$ cat config.mk
export PLATFORM = sky130hd
export DESIGN_NAME = dlx_ifid_skid_reg
export DESIGN_NICKNAME = d
export VERILOG_FILES = /design/src/rtl/dlx_ifid_skid_reg.sv
export SDC_FILE = /design/constraint.sdc
export NUM_CORES = 1
export LEC_CHECK = 0
export ABC_AREA = 1
export CAP_MARGIN = 20
export CORE_MARGIN = 2
export CORE_UTILIZATION = 33
export CTS_CLUSTER_SIZE = 14
export DETAILED_ROUTE_END_ITERATION = 16
export HOLD_SLACK_MARGIN = 0.06
export SETUP_SLACK_MARGIN = 0.05
export SLEW_MARGIN = 20
export SYNTH_ARGS = -nofsm -noshare
export SYNTH_HDL_FRONTEND = slang
export SYNTH_SLANG_ARGS = --single-unit
$ cat constraint.sdc
create_clock -name CLK -period 2.1 [get_ports CLK]
set_clock_uncertainty 0.1 [all_clocks]
set_input_delay 0.63 -clock CLK [delete_from_list [all_inputs] [get_ports CLK]]
set_output_delay 0.63 -clock CLK [all_outputs]
set_load 0.005 [all_outputs]
$ cat src/rtl/dlx_ifid_skid_reg.sv
// Fetch-to-decode skid register (main + skid entry); optional stall counter under IFID_PERF_CNT_EN.
// Latency: out_valid one cycle after in_fire; out_pc/out_instr driven straight from the main regs.
// Backpressure: in_ready is decoded from the state flop only, so decode stalls never reach fetch combinationally.
module dlx_ifid_skid_reg #(
    parameter int AW = 32,
    parameter int IW = 32,
    parameter logic [IW-1:0] NOP_INSTR = '0
`ifdef IFID_PERF_CNT_EN
    ,
    parameter int CNT_W = 16
`endif
) (
    input  logic          CLK,
    input  logic          RESET,
    input  logic          flush,
    input  logic          in_valid,
    output logic          in_ready,
    input  logic [AW-1:0] in_pc,
    input  logic [IW-1:0] in_instr,
    output logic          out_valid,
    input  logic          out_ready,
    output logic [AW-1:0] out_pc,
    output logic [IW-1:0] out_instr
`ifdef IFID_PERF_CNT_EN
    ,
    output logic [CNT_W-1:0] stall_cnt
`endif
);

    typedef enum logic [1:0] {
        EMPTY = 2'd0,
        ONE   = 2'd1,
        TWO   = 2'd2
    } state_t;

    state_t        state, state_nxt;
    logic [AW-1:0] main_pc, main_pc_nxt, skid_pc, skid_pc_nxt;
    logic [IW-1:0] main_instr, main_instr_nxt, skid_instr, skid_instr_nxt;
    logic          in_fire, out_fire;

    assign in_ready  = (state != TWO);
    assign out_valid = (state != EMPTY);
    assign in_fire   = in_valid & in_ready;
    assign out_fire  = out_valid & out_ready;
    assign out_pc    = main_pc;
    assign out_instr = main_instr;

    always_comb begin
        state_nxt      = state;
        main_pc_nxt    = main_pc;
        main_instr_nxt = main_instr;
        skid_pc_nxt    = skid_pc;
        skid_instr_nxt = skid_instr;
        if (flush) begin
            // Redirect: both entries die, including any word fetched this cycle.
            state_nxt      = EMPTY;
            main_pc_nxt    = '0;
            main_instr_nxt = NOP_INSTR;
            skid_pc_nxt    = '0;
            skid_instr_nxt = NOP_INSTR;
        end else begin
            case (state)
                EMPTY: begin
                    if (in_fire) begin
                        main_pc_nxt    = in_pc;
                        main_instr_nxt = in_instr;
                        state_nxt      = ONE;
                    end
                end
                ONE: begin
                    case ({in_fire, out_fire})
                        2'b11: begin
                            main_pc_nxt    = in_pc;
                            main_instr_nxt = in_instr;
                        end
                        2'b10: begin
                            skid_pc_nxt    = in_pc;
                            skid_instr_nxt = in_instr;
                            state_nxt      = TWO;
                        end
                        2'b01: begin
                            main_pc_nxt    = '0;
                            main_instr_nxt = NOP_INSTR;
                            state_nxt      = EMPTY;
                        end
                        default: ;
                    endcase
                end
                TWO: begin
                    if (out_fire) begin
                        main_pc_nxt    = skid_pc;
                        main_instr_nxt = skid_instr;
                        state_nxt      = ONE;
                    end
                end
                default: state_nxt = EMPTY;
            endcase
        end
    end

    always_ff @(posedge CLK) begin
        if (RESET) begin
            state      <= EMPTY;
            main_pc    <= '0;
            main_instr <= NOP_INSTR;
            skid_pc    <= '0;
            skid_instr <= NOP_INSTR;
        end else begin
            state      <= state_nxt;
            main_pc    <= main_pc_nxt;
            main_instr <= main_instr_nxt;
            skid_pc    <= skid_pc_nxt;
            skid_instr <= skid_instr_nxt;
        end
    end

`ifdef IFID_PERF_CNT_EN
    // Counts fetch-stall cycles; flush leaves it alone, only RESET clears it.
    always_ff @(posedge CLK) begin
        if (RESET) begin
            stall_cnt <= '0;
        end else if (in_valid && !in_ready && (stall_cnt != '1)) begin
            stall_cnt <= stall_cnt + CNT_W'(1);
        end
    end
`endif

endmodule
* Word-level counts from Yosys, hierarchy flattened
Cells that the tools add are included.
Widths: inputs -> output; s select.
** Storage, ports and cells
- Bits in read-only memories :: 0
- Logic and storage cells :: 36
- Memory bits (writable) :: 0
- Register bits :: 130
- Latch bits :: 0
- Memories :: 0
** Operators by class
- Multipliers :: 0
- Div/mod/pow operators :: 0
- Reductions and logical operators :: 7
- Bitwise logic cells :: 2
- Shift operators :: 0
- Muxes and demuxes :: 12
- Magnitude comparators :: 0
- Add/sub/neg operators :: 0
- Equality and inequality tests :: 10
** Operator list (number)
- $pmux 32 s3 :: 2
- $mux 32 :: 4
- $pmux 32 s2 :: 2
- $eq 2x2->1 const B :: 3
- $ne 2x2->1 const B :: 3
- $pmux 2 s3 :: 1
- $eq 2x1->1 const B :: 2
- $mux 2 :: 2
- $pmux 2 s2 :: 1
- $reduce_and 4->1 :: 1
- $ne 3x1->1 const B :: 1
- $ne 3x2->1 const B :: 1
- $reduce_and 3->1 :: 1
- $reduce_bool 3->1 :: 1
- $and 1x1->1 :: 2
- $logic_not 2->1 :: 1
- $reduce_and 2->1 :: 1
- $reduce_bool 2->1 :: 1
- $reduce_or 2->1 :: 1

* Depth between registers and ports, before layout
Gate-level depths: netlist of run 1.
- Depth in word-level cells :: 5
- Depth in mapped cells :: 11

* Worst setup path after synthesis of run 1
OpenSTA, ideal clock, no wires.
- Kind :: register to register
- From :: reg state[0]
- To :: reg main_instr[17], in the netlist out_instr[17]
- Arrival :: 1.408 ns
- Path slack :: 0.481 ns
- Setup time :: 0.111 ns
- Required time :: 1.889 ns
- Stages on the path, launching flop included :: 11
- Path through :: dfxtp_1 inv_1 ha_1 inv_2 nand2_2 a21oi_1 nand2_1 buf_4 buf_4 nor2_1 nor2_1
** Between the ends
- Longest elaborated chain between the ends :: 5
** RTL lines
- start, declared :: line 36 : state_t state, state_nxt;
- start signal, assigned :: line 109 : state <= state_nxt;
- $reduce_bool 2->1 (*) :: line 42 : assign out_valid = (state != EMPTY);
- named net out_valid :: line 20 : output logic out_valid,
- $and 1x1->1 (*) :: line 44 : assign out_fire = out_valid & out_ready;
- $eq 2x1->1 or $eq 2x2->1 (tied branches) :: line 71 : case ({in_fire, out_fire})
- $pmux 32 s2 or $ne 3x1->1 (tied branches)
- $pmux 32 s3 or $reduce_and 4->1 (tied branches)
- end signal, assigned :: line 111 : main_instr <= main_instr_nxt;
- end, declared :: line 38 : logic [IW-1:0] main_instr, main_instr_nxt, skid_instr, skid_instr_nxt;
The timed path passes the listed nets; every way through them passes the cells marked *.
A chain may end at the register's enable or synchronous reset.

* Final worst setup path of run 1
- From :: reg main_pc[9], in the netlist out_pc[9]
- To :: out out_pc[9]
** RTL lines
- start, declared :: line 37 : logic [AW-1:0] main_pc, main_pc_nxt, skid_pc, skid_pc_nxt;
- start signal, assigned :: line 110 : main_pc <= main_pc_nxt;
- end, declared :: line 22 : output logic [AW-1:0] out_pc,
No word-level cell between the ends.

==> results of run 1 <==
layout by cell type, fill, tap and decap left out:
master	netlist	layout
a21oi_1	4	4
buf_12	0	13
buf_4	15	6
bufinv_16	0	3
clkbuf_1	18	4
clkbuf_16	0	17
clkbuf_8	0	3
clkdlybuf4s15_1	0	1
clkdlybuf4s50_1	0	127
clkinv_2	0	1
clkinv_4	0	1
clkinvlp_4	0	3
dfxtp_1	130	126
dfxtp_2	0	4
diode_2	0	2
dlygate4sd2_1	0	1
dlymetal6s2s_1	0	5
ha_1	4	2
ha_2	0	2
inv_1	69	68
inv_2	4	5
nand2_1	328	327
nand2_2	3	3
nand2_4	0	1
nand3_1	4	4
nand3_2	1	1
nor2_1	259	258
nor2_4	0	2
o21ai_0	54	54
o21ai_1	10	10
Yosys cell counts:
cell / number / area share
a21oi_1: 4 / 0.0034
buf_2: 13 / 0.011
buf_4: 15 / 0.019
buf_6: 8 / 0.015
clkbuf_1: 18 / 0.012
dfxtp_1: 130 / 0.44
ha_1: 4 / 0.0085
inv_1: 69 / 0.044
inv_2: 4 / 0.0026
nand2_1: 328 / 0.21
nand2_2: 3 / 0.0032
nand3_1: 4 / 0.0034
nand3_2: 1 / 0.0017
nor2_1: 259 / 0.17
nor2_2: 1 / 0.0011
o21ai_0: 54 / 0.046
o21ai_1: 10 / 0.0085
tightest hold or removal path, delay by kind of cell, from the launching register on:
family	cells	cell delay (ns)
DFF	1	0.33
and+or+nand+nor	1	0.07
AOI/OAI and AO/OA	1	0.07
sequential cells by signal (all words and copies together), names as in the netlist:
| name | flops |
|---|---|
| skid_instr | 32 |
| skid_pc | 32 |
| state | 2 |
| out_pc | 32 |
| out_instr | 32 |
final cells by class:
type,instances,share of cell area
tap,225,0.03472
timing repair buffer,153,0.2045
multi-input combinational,668,0.3298
clock inverter,8,0.01559
antenna,2,0.0006173
sequential,130,0.3216
inverter,73,0.03380
clock buffer,24,0.05941
stage by stage:
step	total power, mW	setup TNS, ns
3_3_place_gp	3.763	-1.943
3_5_place_dp	3.771	-4.192
5_1_grt	7.095	0
6_report	6.751	0
2_1_floorplan	3.309	0
4_1_cts	6.856	0
kinds of logic after synthesis:
| kind of cell | count (synthesis) | share of synthesized area |
|---|---|---|
| compound gates | 68 | 0.05807 |
| fa+ha+maj | 4 | 0.008540 |
| flops | 130 | 0.4441 |
| simple gates | 596 | 0.3854 |
| buf+inv | 127 | 0.1040 |
what timing repair did:
item / CTS / global route
pin swaps: 1 / 0
buffers inserted: 2 / 1
endpoints found under the hold margin: 0 / 0
setup endpoints to repair: 2 / 9
gates resized for setup: 8 / 7
power by group through the flow:
| stage | Combinational (mW) | Sequential, mW | Clock, mW |
|---|---|---|---|
| 3_5_place_dp | 1.07 | 2.70 | 0 |
| 4_1_cts | 1.08 | 2.65 | 3.13 |
| 5_1_grt | 1.21 | 2.66 | 3.22 |
| 2_1_floorplan | 0.613 | 2.70 | 0 |
| 6_report | 1.07 | 2.64 | 3.04 |
| 3_3_place_gp | 1.07 | 2.70 | 0 |
per-layer routing:
| layer | vias to the layer above | GRT usage |
|---|---|---|
| met5 | - | 0 |
| li1 | 2994 | - |
| met3 | 13 | 0.04967 |
| met4 | 0 | 0.04467 |
| met1 | 2379 | 0.2141 |
| met2 | 105 | 0.2548 |
worst paths after layout:
check	to	slack, ns	from
worst max-delay path	out_pc[9]	0.08	out_pc[9]
worst min-delay path	skid_instr[8]	0.40	skid_instr[8]
worst max register to register	out_instr[15]	0.30	state[1]
worst min register to register	skid_instr[8]	0.40	skid_instr[8]
==> run summary, run 1 <==
The floorplan die area was 18840 um^2; the sequential cell fraction of total power was 0.392. The clock period minus worst slack works out to 2.023 ns. The net count of the finished layout is 1116. The worst hold path passes through 2 cells. The layout has 1783 filler cells.

The first global-routing pass estimated 24.08 mm of wire. The tools report the relative slew slack as 0.8395. The placed instance area came out at 7451 um^2.

Along the worst path, the maximum fanout reaches 2. The tools report the nature of the critical path startpoint as a register. The share of layout cells above drive strength 1 is 0.06155. The analysis attributes to cell leakage a power of 3.766 nW.

For this run, the number of Yosys warnings is 0. For the final cell count without fillers, the log shows 1283. The tools report the worst path required time as 1.37 ns. The placeable core area is 17360 um^2, and the number of antenna violations at the first check in global routing is 1.

In the routed layout, each cell is associated on average with a via count of 4.280. The logs give 0.4671 for the final core utilization and 5861 um^2 for the cell area after synthesis. Per-cell routed wire length: 11.53 um. TritonCTS built the clock tree. Summed over all nets, wire length on met3 after detailed routing comes to 884 um. The slowest stage of the critical path is the clkdlybuf4s50_1 cell.

For this design the ratio of total power to cell area is 832.7 nW/um^2. The cell sitting at the root of the clock tree is a clkbuf_16. The number of distinct standard cells referenced by the synthesized netlist is 17, and the number of global-route vias before repair is 4883. The switching part of the total power came out at 0.2503. The critical path goes through clkdlybuf4s50_1.

The max-slew violation total from the final report was 0; the number of clock sinks seen by CTS was 130. IR analysis of the VDD net gives a maximum drop of 560.0 uV. The logs give 0.3377 for the effective utilization at floorplan and 2674 um^2 for the multi-input gate area in the final layout. The max-capacitance violation count came out at 0.

The worst path buffer plus inverter count was 1. The tools report the worst hold slack as 0.3988 ns. At the worst endpoint, the arrival time is 1.29 ns. From left edge to right edge, the die measures 137.3 um. The congestion estimate from routability-driven global placement came to 0.7618. The start-to-end type of the worst setup path is register to output pin. Setup repair after global routing could not meet its margin everywhere. The tools report the fraction of the yosys area taken by sequential cells as 0.4441. In the synthesized netlist, the number of instances is 925. The vertical die dimension works out to 137.3 um. The placement-stage worst setup slack is -0.09193 ns. For the summed area of non-filler cells in the final layout, the log shows 8108 um^2.

Input and output buffers added on the ports amount to 134. The path type of the worst min-delay path is register to register. The longest individual stage delay on the worst path is 0.52 ns.

The tools report the top-level I/O count as 135. The wire-length estimate of the detail-placed layout is 9.308 mm. The run finished with clean final reports. The internal power of the cells totals 5.062 mW. The via count came out at 5491.

Counting tap cells, the placed design contains a total of 1246 instances. The synthesized design contains 130 register bits. The post-synthesis area per instance is 6.336 um^2. The kind of cell with the highest combined delay along the critical path is buffers and inverters. The routed wire length is 14.79 mm, and the clock network fraction of design power is 0.451. The number of logic stages on the critical path including buffering works out to 1. Derived from the worst setup path, the maximum achievable clock frequency is 494.4 MHz. In this run the top signal layer used is met4. The fraction of the cycle the final worst path needs came out at 0.9632. For the worst flop-to-flop path, the logic depth is 11. In the final layout, flip-flops and latches occupy 2608 um^2. Before antenna repair, the detailed router went through 4 iterations.

The clock reaches the later pin of the worst-skew pair after 0.41 ns. For the overall track demand over capacity in global routing, the log shows 0.1618. In this run, post-CTS hold repair placed 0 buffers. In this run the power spent charging and discharging nets is 1.690 mW. The logs give 303 for the starting DRC count in detailed routing and 4 for the CTS H-tree depth. The detailed router put a total of 7.323 mm of wire on met1.

Clock-pin slew was measured on the worst setup and hold paths at 0.06 ns. The largest net degree at the start of global routing came out at 52. The tools report the total nets after synthesis as 998. The area growth from synthesis to layout is 38.34%. For the combinational fraction of design power, the log shows 0.158. After floorplanning, the core was divided into 48 placement rows.

The DRC violation count after routing is 0. At the pin with the least slew margin, the transition time is 0.2402 ns. The number of clock buffers inserted by TritonCTS was 17; the number of nets with antenna violations after detailed routing was 0. After detailed routing, the met2 layer carries 6.453 mm of wire. The logs give 0 for the total count of hold-check failures in the final report and 0.07721 ns for the worst-case setup margin in the final layout. Setup violations remaining at the end of the flow were counted as 0.

STA classifies the critical path endpoint as an output pin. The maximum buffer depth of the clock tree is 2. The total overflow left after global routing is 0.
No activity file was read; power rests on OpenSTA's default activity.
==> run 2: changes to the inputs <==
--- a/config.mk
+++ b/config.mk
@@ -8,10 +8,11 @@
 export ABC_AREA = 1
 export CAP_MARGIN = 20
 export CORE_MARGIN = 2
-export CORE_UTILIZATION = 33
+export CORE_UTILIZATION = 45
 export CTS_CLUSTER_SIZE = 14
 export DETAILED_ROUTE_END_ITERATION = 16
-export HOLD_SLACK_MARGIN = 0.06
+export HOLD_SLACK_MARGIN = 0.1
+export PLACE_DENSITY = 0.73
 export SETUP_SLACK_MARGIN = 0.05
 export SLEW_MARGIN = 20
 export SYNTH_ARGS = -nofsm -noshare
==> run 2 against run 1 <==
Critical path depth did not move. Register-to-register slack got worse by 0.04 ns. Largest cell class unchanged. Clock power fell by 6%. Non-clock buffer count rose by 3. First-iteration DRC count rose by 27%. Worst hold slack improved by 0.0020 ns. Flip-flop and latch count did not move. Worst setup slack improved by 0.010 ns. Combinational power barely moved. Critical endpoint is now out_pc[7]. Via count rose by 2.7%. Die area fell by 26%. Sequential power barely moved. Highest routed layer unchanged.
==> run summary, run 2 (synthesized netlist as in run 1, its figures left out) <==
The clock period minus worst slack works out to 2.012 ns. The run gives 14.33 mm as the routed wire length. The signal on the critical path passes through clkdlybuf4s50_1.

The starting DRC count in detailed routing came out at 386. The share of layout cells above drive strength 1 was 0.06238. The floorplan step defined a die boundary enclosing 13950 um^2. The largest net degree at the start of global routing came out at 65. The tools report the setup-violating endpoint count in the final report as 0.

Once placement finished, the instance area stood at 7387 um^2. The setup slack of the most critical reg-to-reg path was 0.26 ns. The final cell count without fillers is 1230. At the end of the flow, the number of nets in the layout was 1119.

Based on the critical path, the design can be clocked at up to 496.9 MHz. The top cell family by delay on the critical path was buffers and inverters. The worst setup path is captured at an output pin. The first global-routing pass estimated 24.32 mm of wire. Clock latency on the worst-skew pair, taken at its later pin, is 0.41 ns.

The fraction of the cycle the final worst path needs came out at 0.9583. The DRC violation count after routing came out at 0. The logs give 2694 um^2 for the multi-input gate area in the final layout and 17 for the number of clock buffers inserted by TritonCTS. For the worst setup path, the data arrival time is 1.28 ns. STA puts the critical path data required time at 1.37 ns. For the area taken by flip-flops and latches, the log shows 2608 um^2. For this design, the CTS-stage hold fixing added 0 buffers. The top-level I/O count was 135.

Setup repair after global routing could not meet its margin everywhere. The tools report the CTS H-tree depth as 4. The library cells used most frequently in the layout, excluding fill and tap cells, are 327 x nand2_1, 258 x nor2_1, 130 x clkdlybuf4s50_1. The total count of hold-check failures in the final report is 0. The path type of the worst min-delay path is register to register. Dividing total power by cell area gives a power density of 820.3 nW/um^2. From synthesis to final layout, the design area changed by 36.93%. In this run the static leakage power is 3.736 nW. The largest fanout on the critical path works out to 2. Port buffering added 134 buffers. The worst-margin pin slew was 0.3089 ns; the number of instances in the placed design was 1195. TritonCTS built the clock tree.

For the number of global-route vias before repair, the log shows 5291. The HPWL after detailed placement was 8.998 mm. Setup slack closes at 0.08757 ns. The post-detailed-route via-to-cell ratio was 4.586. The summed area of non-filler cells in the final layout was 8025 um^2.

The overall overflow remaining after global route is 0, and the per-cell routed wire length is 11.65 um. The width of the die was 118.1 um; the placement-stage worst setup slack was -0.09310 ns. The vertical die dimension came out at 118.1 um. The tools report the number of clock sinks seen by CTS as 130.

Effective utilization at floorplan: 0.4625. For this block, the via count after detailed routing is 5641. The floorplan has 41 rows. Clock-pin slew was measured on the worst setup and hold paths at 0.05 ns. The fill cell instance count of the final layout is 1184. On the critical path, the stage with the largest delay is an instance of clkdlybuf4s50_1. The tools report the weighted congestion reported at the end of routability-driven placement as 0.7596. Leading cell type in the layout, fill and taps excluded: nand2_1.

The number of antenna violations at the first check in global routing is 0. The flow ran to the end, and the final reports show no timing, DRC or antenna violations. The relative slew slack was 0.7940; the final antenna diode count was 0. The worst path buffer plus inverter count was 1.

The critical path is of the register to output pin type. The logs give 0 for the max-slew violation total from the final report and 2 for the maximum buffer depth of the clock tree. The cell sitting at the root of the clock tree is a clkbuf_16.

The nature of the critical path startpoint was a register. The longest individual stage delay on the worst path is 0.52 ns, and the overall track demand over capacity in global routing is 0.2120. VDD sags by at most 489.0 uV. The number of nets with antenna violations after detailed routing was 0; the number of iterations in the first detailed-routing pass was 5. For the placeable core area, the log shows 12670 um^2. The max-capacitance violation count is 0.
==> run 2: per-layer routing <==
layer | vias up | global-route usage | routed length (um)
li1 | 2992 | - | -
met3 | 18 | 0.05136 | 937
met4 | 0 | 0.07530 | 202
met1 | 2474 | 0.2639 | 6271
met5 | - | 0 | 0
met2 | 157 | 0.3562 | 6917
==> run 2: metrics by stage <==
step | TNS [ns] | util | total power, mW | hold WS, ns
6_report | 0 | 0.6334 | 6.583 | 0.4009
5_1_grt | 0 | 0.6334 | 6.911 | 0.4339
4_1_cts | 0 | 0.6311 | 6.653 | 0.4035
3_5_place_dp | -3.350 | 0.5830 | 3.772 | 0.3879
3_3_place_gp | -2.470 | 0.5830 | 3.760 | 0.3781
2_1_floorplan | 0 | - | 3.309 | 0.3628
==> run 2: timing repair <==
action | 4_1_cts | 5_1_grt
gates resized for setup | 6 | 8
setup buffers | 4 | 0
gates cloned | 0 | 0
setup endpoints to repair | 2 | 6
==> run 2: path summary, 6_finish.rpt <==
check / from / to / depth (start not counted)
min reg2reg: skid_instr[7] / skid_instr[7] / 2
min: skid_instr[7] / skid_instr[7] / 2
max reg2reg: state[0] / out_pc[13] / 11
max: out_pc[7] / out_pc[7] / 1
==> run 2: tightest hold or removal path, cell delays in order (launching register included) <==
cell and delay, ns:
dfxtp_1 0.32, o21ai_1 0.07, nor2_1 0.07
==> run 2: where the power goes <==
group          internal, mW  switching, mW  total [mW]
Sequential             2.59         0.0612        2.65
Combinational         0.529          0.553        1.08
Clock                  1.86          0.992        2.85
Total                  4.98           1.61        6.58
==> run 2: area by class of cell <==
cell class	count	area share
clock buffers	26	0.06221
clock inverters	5	0.009355
repair buffers	156	0.2069
inverters	73	0.03414
well taps	172	0.02682
multi-input cells	668	0.3357
flip-flops and latches	130	0.3249
